===== src/rtl/mario_motion.sv =====
// Per-frame player kinematics: walking with clamps, a jump/fall arc and landing.
// Updates only on frame_tick. Jump presses are edge-captured between ticks.
module mario_motion #(
  parameter int unsigned X_MIN     = 0,
  parameter int unsigned X_MAX     = 608,
  parameter int unsigned X_START   = 32,
  parameter int unsigned Y_GROUND  = 416,
  parameter int unsigned WALK_STEP = 2,
  parameter int unsigned JUMP_V0   = 12,
  parameter int unsigned GRAVITY   = 1,
  parameter int unsigned VMAX_FALL = 12,
  parameter int unsigned POS_W     = 10
) (
  input  logic             clk,
  input  logic             rst,
  input  logic             frame_tick,
  input  logic             btn_left,
  input  logic             btn_right,
  input  logic             btn_jump,
  input  logic             floor_hit,
  input  logic             ceil_hit,
  input  logic             wall_left,
  input  logic             wall_right,
  output logic [POS_W-1:0] pos_x,
  output logic [POS_W-1:0] pos_y,
  output logic             airborne,
  output logic [1:0]       mstate
);

  localparam int unsigned VY_W = 5;
  localparam int unsigned EW   = POS_W + 1;

  typedef enum logic [1:0] {
    ST_GROUND = 2'd0,
    ST_RISE   = 2'd1,
    ST_FALL   = 2'd2
  } state_t;

  state_t            r_state;
  logic [POS_W-1:0]  r_pos_x;
  logic [POS_W-1:0]  r_pos_y;
  logic [VY_W-1:0]   r_vy;
  logic              r_airborne;
  logic              r_jump_req;
  logic              r_jump_prev;

  state_t            w_nxt_state;
  logic [POS_W-1:0]  w_nxt_x;
  logic [POS_W-1:0]  w_nxt_y;
  logic [VY_W-1:0]   w_nxt_vy;

  logic [EW-1:0]     w_x_ext;
  logic [EW-1:0]     w_y_ext;
  logic [EW-1:0]     w_x_inc;
  logic [EW-1:0]     w_y_fall;
  logic [VY_W:0]     w_vy_sum;
  logic [VY_W-1:0]   w_vy_up;
  logic [VY_W-1:0]   w_vy_dn;

  // Extended-width position math so clamps see over/underflow.
  assign w_x_ext  = {1'b0, r_pos_x};
  assign w_y_ext  = {1'b0, r_pos_y};
  assign w_x_inc  = w_x_ext + EW'(WALK_STEP);
  assign w_vy_sum = {1'b0, r_vy} + (VY_W+1)'(GRAVITY);
  assign w_vy_up  = (w_vy_sum >= (VY_W+1)'(VMAX_FALL)) ? VY_W'(VMAX_FALL) : VY_W'(w_vy_sum);
  assign w_vy_dn  = (r_vy > VY_W'(GRAVITY)) ? VY_W'(r_vy - VY_W'(GRAVITY)) : '0;
  assign w_y_fall = w_y_ext + EW'(w_vy_up);

  always_ff @(posedge clk or posedge rst) begin
    if (rst) begin
      r_state     <= ST_GROUND;
      r_pos_x     <= POS_W'(X_START);
      r_pos_y     <= POS_W'(Y_GROUND);
      r_vy        <= '0;
      r_airborne  <= 1'b0;
      r_jump_req  <= 1'b0;
      r_jump_prev <= 1'b0;
    end else begin
      r_state     <= w_nxt_state;
      r_pos_x     <= w_nxt_x;
      r_pos_y     <= w_nxt_y;
      r_vy        <= w_nxt_vy;
      r_airborne  <= (w_nxt_state != ST_GROUND);
      r_jump_prev <= btn_jump;
      // A tick always consumes the pending request, used or not.
      if (frame_tick)
        r_jump_req <= 1'b0;
      else if (btn_jump && !r_jump_prev)
        r_jump_req <= 1'b1;
    end
  end

  always_comb begin
    w_nxt_state = r_state;
    w_nxt_x     = r_pos_x;
    w_nxt_y     = r_pos_y;
    w_nxt_vy    = r_vy;

    if (frame_tick) begin
      if (btn_left && !btn_right && !wall_left) begin
        if (w_x_ext < EW'(X_MIN + WALK_STEP))
          w_nxt_x = POS_W'(X_MIN);
        else
          w_nxt_x = POS_W'(w_x_ext - EW'(WALK_STEP));
      end else if (btn_right && !btn_left && !wall_right) begin
        if (w_x_inc > EW'(X_MAX))
          w_nxt_x = POS_W'(X_MAX);
        else
          w_nxt_x = POS_W'(w_x_inc);
      end

      case (r_state)
        ST_GROUND: begin
          if (r_jump_req) begin
            w_nxt_state = ST_RISE;
            w_nxt_vy    = VY_W'(JUMP_V0);
          end else if (!floor_hit && (r_pos_y < POS_W'(Y_GROUND))) begin
            w_nxt_state = ST_FALL;
            w_nxt_vy    = '0;
          end
        end
        ST_RISE: begin
          if (ceil_hit) begin
            w_nxt_state = ST_FALL;
            w_nxt_vy    = '0;
          end else begin
            if (w_y_ext < EW'(r_vy))
              w_nxt_y = '0;
            else
              w_nxt_y = POS_W'(w_y_ext - EW'(r_vy));
            w_nxt_vy = w_vy_dn;
            if (w_vy_dn == '0)
              w_nxt_state = ST_FALL;
          end
        end
        ST_FALL: begin
          if (floor_hit) begin
            w_nxt_state = ST_GROUND;
            w_nxt_vy    = '0;
          end else if (w_y_fall >= EW'(Y_GROUND)) begin
            w_nxt_state = ST_GROUND;
            w_nxt_y     = POS_W'(Y_GROUND);
            w_nxt_vy    = '0;
          end else begin
            w_nxt_y  = POS_W'(w_y_fall);
            w_nxt_vy = w_vy_up;
          end
        end
        default: begin
          w_nxt_state = ST_GROUND;
          w_nxt_vy    = '0;
        end
      endcase
    end
  end

  assign pos_x    = r_pos_x;
  assign pos_y    = r_pos_y;
  assign airborne = r_airborne;
  assign mstate   = r_state;

endmodule


===== config.mk =====
export PLATFORM = sky130hd
export DESIGN_NAME = mario_motion
export DESIGN_NICKNAME = d
export VERILOG_FILES = /design/src/rtl/mario_motion.sv
export SDC_FILE = /design/constraint.sdc
export NUM_CORES = 1
export LEC_CHECK = 0
export CAP_MARGIN = 20
export CORE_MARGIN = 1
export CORE_UTILIZATION = 54
export DETAILED_ROUTE_END_ITERATION = 8
export PLACE_DENSITY_LB_ADDON = 0.3
export SYNTH_ARGS = -nofsm -noshare
export SYNTH_HDL_FRONTEND = slang
export SYNTH_SLANG_ARGS = --single-unit

===== constraint.sdc =====
create_clock -name clk -period 9.6 [get_ports clk]
set_clock_uncertainty 0.15 [all_clocks]
set_input_delay 0.96 -clock clk [delete_from_list [all_inputs] [get_ports clk]]
set_output_delay 0.96 -clock clk [all_outputs]
set_load 0.005 [all_outputs]

* After elaboration in Yosys (flattened, before gate mapping) *
Cells that the tools add are included.

storage, ports and cells
  register bits = 30
  bits of input ports = 10
  output and inout port bits = 23
  word-level logic and storage cells = 73

cells by class
  add/sub/neg operators = 6
  $lt $le $gt $ge = 7
  eq/ne operators = 5
  mux-type cells = 27
  reduce and logical (&&, ||, !) cells = 21

operators with widths
  cell                                                                            number
  10-bit 2-to-1 mux                                                               8
  5-bit 2-to-1 mux                                                                7
  10-bit case mux with 2 select lines                                             1
  5-bit case mux with 3 select lines                                              1
  2-bit 2-to-1 mux                                                                7
  10-bit by 2-bit adder with 11-bit output (second input constant)                1
  10-bit by 5-bit adder with 11-bit output                                        1
  11-bit by 9-bit >= comparator with 1-bit output (second input constant)         1
  11-bit by 10-bit > comparator with 1-bit output (second input constant)         1
  10-bit by 2-bit less-than comparator with 1-bit output (second input constant)  1
  10-bit by 5-bit less-than comparator with 1-bit output                          1
  10-bit by 9-bit less-than comparator with 1-bit output (second input constant)  1
  10-bit by 2-bit subtractor with 10-bit output (second input constant)           1
  10-bit by 5-bit subtractor with 10-bit output                                   1
  2-bit nonzero test                                                              4
  5-bit by 1-bit adder with 6-bit output (second input constant)                  1
  6-bit by 4-bit >= comparator with 1-bit output (second input constant)          1
  1-bit logical AND                                                               6
  1-bit zero test                                                                 6
  2-bit case mux with 3 select lines                                              1
  5-bit by 1-bit > comparator with 1-bit output (second input constant)           1
  5-bit zero test                                                                 1
  5-bit by 1-bit subtractor with 5-bit output (second input constant)             1
  2-bit != test (second input constant)                                           2
  other kinds (7)                                                                 9

* Depth between registers and ports, before layout *
Gate-level depths: netlist of run 1.

  depth in word-level cells = 10
  depth in mapped cells = 15
  mapped depth without buffers = 14

* Worst setup path after synthesis of run 1 *
No wires, ideal clock.

  path kind = reg-to-reg
  start point = register r_vy[0]
  end point = register r_vy[3]
  arrival time = 3.449 ns
  setup slack = 5.897 ns
  cell stages (with the launch flop) = 16
  buffers on the path = 1
  cells stage by stage = dfrtp_1 -> buf_2 -> inv_1 -> ha_1 -> nor2b_1 -> o311ai_4 -> nand2_1 -> xor2_1 -> ha_1 -> a2111oi_0 -> nand3_1 -> and2_1 -> or3_4 -> a31oi_4 -> o21ai_2 -> o41ai_2

on the way
  longest elaborated chain between the ends = 8
  elaborated cells on any way between the ends = 12
  those cells by class = add/sub (3); order compare (3); mux (6)

ends and longest elaborated chain
  what                                             RTL line  text
  start, declared                                  42        logic [VY_W-1:0] r_vy;
  start signal, assigned                           82        r_vy <= w_nxt_vy;
  5-bit by 1-bit adder with 6-bit output           64        assign w_vy_sum = {1'b0, r_vy} + (VY_W+1)'(GRAVITY);
  6-bit by 4-bit >= comparator with 1-bit output   65        assign w_vy_up = (w_vy_sum >= (VY_W+1)'(VMAX_FALL)) ? VY_W'(VMAX_FALL) : VY_W'(w_vy_sum);
  5-bit 2-to-1 mux                                 65
  10-bit by 5-bit adder with 11-bit output         67        assign w_y_fall = w_y_ext + EW'(w_vy_up);
  11-bit by 9-bit >= comparator with 1-bit output  140       end else if (w_y_fall >= EW'(Y_GROUND)) begin
  5-bit 2-to-1 mux                                 140
  5-bit 2-to-1 mux                                 137       if (floor_hit) begin
  5-bit case mux with 3 select lines (*)           112       case (r_state)

Every way passes the cells marked *; elsewhere a longest branch is shown, timed or not.
A chain may end at the register's enable or synchronous reset.

* Worst setup path in the final report of run 1 *
Ends and elaborated chain as after synthesis.

==> results of run 1 <==
[kinds of logic (layout without fill, tap and decap cells)]
group / count (synthesis) / count (layout) / synth area share
AND/OR/NAND/NOR: 146 / 146 / 0.250
AO/OA/AOI/OAI: 125 / 125 / 0.314
buffers and inverters: 39 / 59 / 0.0538
flip-flops: 29 / 29 / 0.249
adder cells (fa/ha/maj): 18 / 18 / 0.0794
XOR/XNOR: 15 / 15 / 0.0448
multiplexers: 2 / 2 / 0.00725
other: 1 / 2 / 0.00128
[per-stage QoR]
stage          hold slack (ns)  utilization
2_1_floorplan            0.385            -
3_3_place_gp             0.388        0.629
3_5_place_dp             0.406        0.629
4_1_cts                  0.418        0.655
5_1_grt                  0.479        0.656
6_report                 0.417        0.656
[power groups by stage]
stage	logic [W]	registers, W	clock network, W
after global routing	0.000946	0.000317	0.000160
after detailed placement	0.000831	0.000303	0
final	0.000849	0.000304	0.000153
after global placement	0.000814	0.000300	0
after CTS	0.000840	0.000301	0.000155
after floorplan	0.000678	0.000230	0
[layer usage]
metal	wire length, µm	vias to the layer above
met5	0	-
met2	3410	147
met1	3420	1359
met4	68	0
met3	600	12
li1	-	1425
[flip-flops by register name (all words and copies together) (netlist names)]
register and cells:
airborne 1, mstate 2, pos_x 9, pos_y 10, r_jump_prev 1, r_jump_req 1, r_vy 5
[cell usage after synthesis (5+ instances only)]
cell      count  area, µm²
nand2_1      39        146
nor2_1       35        131
a21oi_1      29        145
o21ai_0      26        130
dfrtp_1      25        626
nor3_1       20        100
clkbuf_1     17       63.8
ha_1         17        213
inv_1        16       60.1
nand3_1      10       50.1
xnor2_1       9       78.8
a21o_1        8       60.1
a31oi_1       8       50.1
xor2_1        6       52.6
o211ai_1      5       37.5
o21a_1        5       37.5
o31ai_1       5       37.5
[worst register-to-register path: stages, from the launching register on]
cell and delay, ns:
dfrtp_1 0.56, inv_1 0.13, ha_1 0.42, nor2b_1 0.25, o311ai_4 0.17, nand2_1 0.14
xor2_1 0.08, ha_1 0.24, a2111oi_0 0.36, nand3_1 0.19, and2_1 0.21, or3_4 0.41
a31oi_4 0.24, o21ai_2 0.20, o41ai_2 0.34
[worst max-delay path by stage]
stage / from / to / slack, ns / cells past startpoint
after detailed placement: r_vy[0] / r_vy[3] / 5.54 / 14
after global placement: r_vy[0] / r_vy[3] / 5.64 / 14
after global routing: r_vy[0] / r_vy[3] / 5.05 / 14
final: r_vy[0] / r_vy[3] / 5.41 / 14
after floorplan: r_vy[0] / r_vy[3] / 5.90 / 15
after CTS: r_vy[0] / r_vy[3] / 5.48 / 14
[cell type report]
class / instances / area, µm² / area share
Sequential cell: 29 / 731 / 0.215
Tap cell: 70 / 87.6 / 0.0258
Clock inverter: 3 / 65.1 / 0.0192
Inverter: 17 / 63.8 / 0.0188
Timing Repair Buffer: 34 / 330 / 0.0973
Multi-Input combinational cell: 308 / 2050 / 0.603
Clock buffer: 5 / 68.8 / 0.0203
==> results.md, run 1 <==
- CTS tree: built
- Initial antenna violation count: 0
- Hold Path Origin: r_jump_prev
- Post-route cell area: 0.00339 mm²
- Worst r2r src: r_vy[0]
- Grt total ovfl: 0
- MaxCap Viol Count: 0
- Met2 usage: 0.448
- Finished Layout Cells: 466
- Cell Area, Placed: 0.00326 mm²
- Hold buffers post-CTS: 0
- Crit path kind: reg -> reg
- Unrepaired setup endpoints after global routing: false
- Status: finished, final reports clean
- Initial Util: 0.567
- ANT nets after route: 0
- Commonest non-fill, non-tap cell in the layout: nand2_1
- Worst Path Buf+Inv: 1
- VDD IR max: 255 µV
- Clock-pin transition on the worst setup and hold timing paths: 0.06 ns
- Die Area: 0.00573 mm²
- Hold Fails Final Rpt: 0
- Synth cell types: 72
- Remaining DRCs: 0
- Reg power frac: 0.233
- DP Worst Slack: 5.54 ns
- CP max stage delay: 0.56 ns
- Leakage: 1.33 nW
- Syn_area_per_cell: 7.82 µm²
- Flop2flop setup slack: 5.41 ns
- Pwr Total: 0.00131 W
- Setup TNS: 0 ns
- Top FF cell, synth: dfrtp_1
- Die width: 75.7 µm
- GP Congestion: 0.917
- Row cnt: 26
- Actual slew at the worst max-slew pin: 0.658 ns
- CTS buffer count: 5
- Crit-path most repeated cell: ha_1
- Sequential fraction of the synthesis area: 0.249
- P_sw: 0.000641 W
- Clock tree buffer depth: 2
- Comb pwr share: 0.650
- CP max-delay cell: dfrtp_1
- Critical path peak fanout: 12
- Final Slew Violations: 0
- Routed WL: 7490 µm
- Rel. slew slack: 0.557
- Clock latency on the worst-skew pair: 0.28 ns
- First-pass detailed-route iteration total: 5
- EDFF count, synth: 0
- Final min period: 4.19 ns
- Vias in the first global route: 2,638
- Crit path arrival time: 4.22 ns
- Reg2reg end: r_vy[3]
- Vias per cell: 6.32
- Worst setup SP type: flop
- Top Family by Delay on Critical Path: compound AO/OA/AOI/OAI gates
- Post-CTS setup buffer count: 0
- Ant. Diodes: 0
- Nets: 423
- Setup WS post-layout: 5.41 ns
- Fraction of layout cells with a size suffix above 1: 0.0884
- Io pins: 33
- M1 GR Usage: 0.417
- Synth Register Bits: 29
- Switching share of power: 0.491
- Mapped cell area: 0.00293 mm²
- Most frequent cells in the layout: 39 x nand2_1, 35 x nor2_1, 31 x clkdlybuf4s50_1
- Synthesis Warnings: 0
- Fillers: 445
- Fmax: 239 MHz
- WHS Path Cells: 3
- Synth Instances: 375
- WHS Endpoint: r_jump_req
- Largest net degree at the start of global routing: 30
- Initial DRC Count: 293
- Vias: 2,943
- # resized after CTS: 0
- Cell Pwr Density: 385 mW/mm²
- Clock Tree Root: clkbuf_8
- Data required time at the worst endpoint: 9.63 ns
- H-Tree Depth: 2
- Wire per inst: 16.1 µm
- Dpl cells: 457
- First-pass GRT wire length: 12,500 µm
- Dpl hpwl: 5600 µm
- Global Route Usage Sum: 0.287
- Tcrit/Tclk final: 0.436
- Crit end category: flop
- Asr flop ratio synth: 1.00
- Gr busiest metal: met2
- IO Port Bufs: 31
- Fraction of power consumed by the clock network: 0.117
- Core area: 0.00517 mm²
- Area growth, synth to finish: 15.7%
- Int Power: 0.000665 W
- Clk sinks: 29
- Die H: 75.7 µm
- Setup Viol. Count Final: 0
- CP cell instances: inv_1 -> ha_1 -> nor2b_1 -> o311ai_4 -> nand2_1 -> xor2_1 -> ha_1 -> a2111oi_0 -> nand3_1 -> and2_1 -> or3_4 -> a31oi_4 -> o21ai_2 -> o41ai_2
- Worst hold path type: reg -> reg
- GRT met3 Usage: 0.0489
- Cells on worst reg2reg path: 14
Power figures use the tool's default switching activity.
==> run 2, diff against run 1 <==
CORE_UTILIZATION = 52   (was 54)
clock period = 3.6 ns   (was 9.6 ns; I/O delays follow)
==> run 2 against run 1 <==
Effect of this change:
- setup slack worse by 5.4 ns
- largest cell class unchanged
- die area is 3.7% higher
- final area is 9.8% higher
- combinational power grew to 3.4 times the previous value
- total power grew to 3.1 times the previous value
- register-to-register slack worse by 5.4 ns
- non-clock buffer count is 27 higher
- global-route usage is 0.99 points lower
- clock power is 130% higher
==> results.md, run 2 (synthesis gave the netlist of run 1 again) <==
- Status: finished, final reports clean
- Crit end category: flop
- VDD IR max: 509 µV
- Dpl cells: 479
- Global Route Usage Sum: 0.277
- Crit path kind: reg -> reg
- Core area: 0.00527 mm²
- H-Tree Depth: 2
- GP Congestion: 0.903
- CP max stage delay: 0.45 ns
- Initial Util: 0.557
- Crit path depth: 15
- Io pins: 33
- Initial antenna violation count: 0
- Ant. Diodes: 0
- Setup Viol. Count Final: 0
- Worst Path Buf+Inv: 3
- Remaining DRCs: 0
- Worst setup SP type: flop
- Area growth, synth to finish: 27.1%
- Dpl hpwl: 5980 µm
- Crit path to: r_vy[1]
- MaxCap Viol Count: 0
- Largest net degree at the start of global routing: 24
- Setup WS post-layout: 0.0117 ns
- CP cell instances: buf_4 -> nand2_2 -> nand3_1 -> nand2_1 -> a31oi_2 -> buf_4 -> ha_1 -> a2111oi_4 -> nand3_1 -> and2_1 -> or3_4 -> a31oi_4 -> buf_4 -> o211ai_1 -> a31oi_1
- Vias per cell: 6.36
- Leakage: 1.47 nW
- Tcrit/Tclk final: 0.997
- Crit-path most repeated cell: buf_4
- Setup TNS: 0 ns
- Critical path peak fanout: 6
- Worst hold path type: in -> async
- Final min period: 3.59 ns
- ANT nets after route: 0
- Nets: 451
- Rel. slew slack: 0.547
- CP startpoint: r_vy[0]
- Post-route cell area: 0.00373 mm²
- Cell Area, Placed: 0.00346 mm²
- Clock latency on the worst-skew pair: 0.28 ns
- Most frequent cells in the layout: 37 x nand2_1, 35 x nor2_1, 31 x clkdlybuf4s50_1
- Clock Tree Root: clkbuf_8
- Flop2flop setup slack: 0.01 ns
- Fraction of layout cells with a size suffix above 1: 0.179
- First-pass GRT wire length: 13,200 µm
- Vias in the first global route: 2,772
- Cells on worst reg2reg path: 15
- Vias: 3,141
- Die H: 77.1 µm
- Reg2reg end: r_vy[1]
- Finished Layout Cells: 494
- Fmax: 279 MHz
- Unrepaired setup endpoints after global routing: true
- Number of flip-flops in the largest register: 10
- Die Area: 0.00594 mm²
- CTS buffer count: 5
- Grt total ovfl: 0
- Crit path arrival time: 3.63 ns
- Row cnt: 26
- Hold Fails Final Rpt: 0
- Actual slew at the worst max-slew pin: 0.675 ns
- Clk sinks: 29
- First-pass detailed-route iteration total: 5
- Final Slew Violations: 0
- Fillers: 420
- Wire per inst: 17.1 µm
- Routed WL: 8430 µm
- Clock-pin transition on the worst setup and hold timing paths: 0.07 ns
- CP max-delay cell: dfrtp_2
- Final core utilization: 0.708
- Clock tree buffer depth: 2
- IO Port Bufs: 31
- Data required time at the worst endpoint: 3.64 ns
- DP Worst Slack: -0.104 ns
- Worst r2r src: r_vy[0]
- Top Family by Delay on Critical Path: simple AND/OR/NAND/NOR gates
- CTS tree: built
- Cell Pwr Density: 1070 mW/mm²
- Die width: 77.1 µm
- Initial DRC Count: 267
- Commonest non-fill, non-tap cell in the layout: nand2_1
[run 2: changes by cell type in the layout (fill, tap and decap cells not counted), moves of 3 or more]
cell,delta
buf_4,+27
ha_1,-4
dfrtp_1,-3
dfrtp_2,+3
ha_4,+3
[run 2: how the worst min path moves through the flow]
stage,end,slack [ns],cells past startpoint
after floorplan,r_jump_prev,0.24,0
after global placement,r_jump_req,0.40,3
after detailed placement,r_jump_req,0.42,3
after CTS,pos_y[0],0.21,2
after global routing,pos_y[0],0.22,2
final,pos_y[0],0.20,2
[run 2: stage by stage]
step	hold slack [ns]	total power [W]
2_1_floorplan	0.241	0.00246
5_1_grt	0.222	0.00430
3_3_place_gp	0.404	0.00323
4_1_cts	0.206	0.00371
6_report	0.196	0.00399
3_5_place_dp	0.423	0.00329
[run 2: worst register-to-register path: cells and delay by family, from the launching register on]
family / cells / cell delay [ns]
buffers and inverters: 3 / 0.52
AO/OA/AOI/OAI: 5 / 1.05
adder cells (fa/ha/maj): 1 / 0.24
AND/OR/NAND/NOR: 6 / 1.10
flip-flops: 1 / 0.45
[run 2: layout make-up]
cell class / count / area (µm²) / share of cell area
clock inverters: 1 / 30.0 / 0.00805
clock buffers: 7 / 86.3 / 0.0232
repair buffers: 61 / 556 / 0.149
well taps: 70 / 87.6 / 0.0235
multi-input cells: 309 / 2170 / 0.582
inverters: 17 / 63.8 / 0.0171
flip-flops and latches: 29 / 734 / 0.197
[run 2: report_power, final]
group,switching (W),internal [W]
clock,0.000132,0.000225
sequential,0.000305,0.000482
combinational,0.00148,0.00136
[run 2: what timing repair did]
action	in CTS	in global routing
pin swaps	1	10
hold buffers	0	0
gates cloned	0	1
setup buffers	2	3
endpoints found under the setup margin	11	13
gates resized for setup	2	15
[run 2: layer usage]
layer | share of wire | global-route usage
met5 | 0 | 0
met4 | 0.024 | 0.0962
met3 | 0.068 | 0.0500
met2 | 0.48 | 0.462
met1 | 0.43 | 0.359
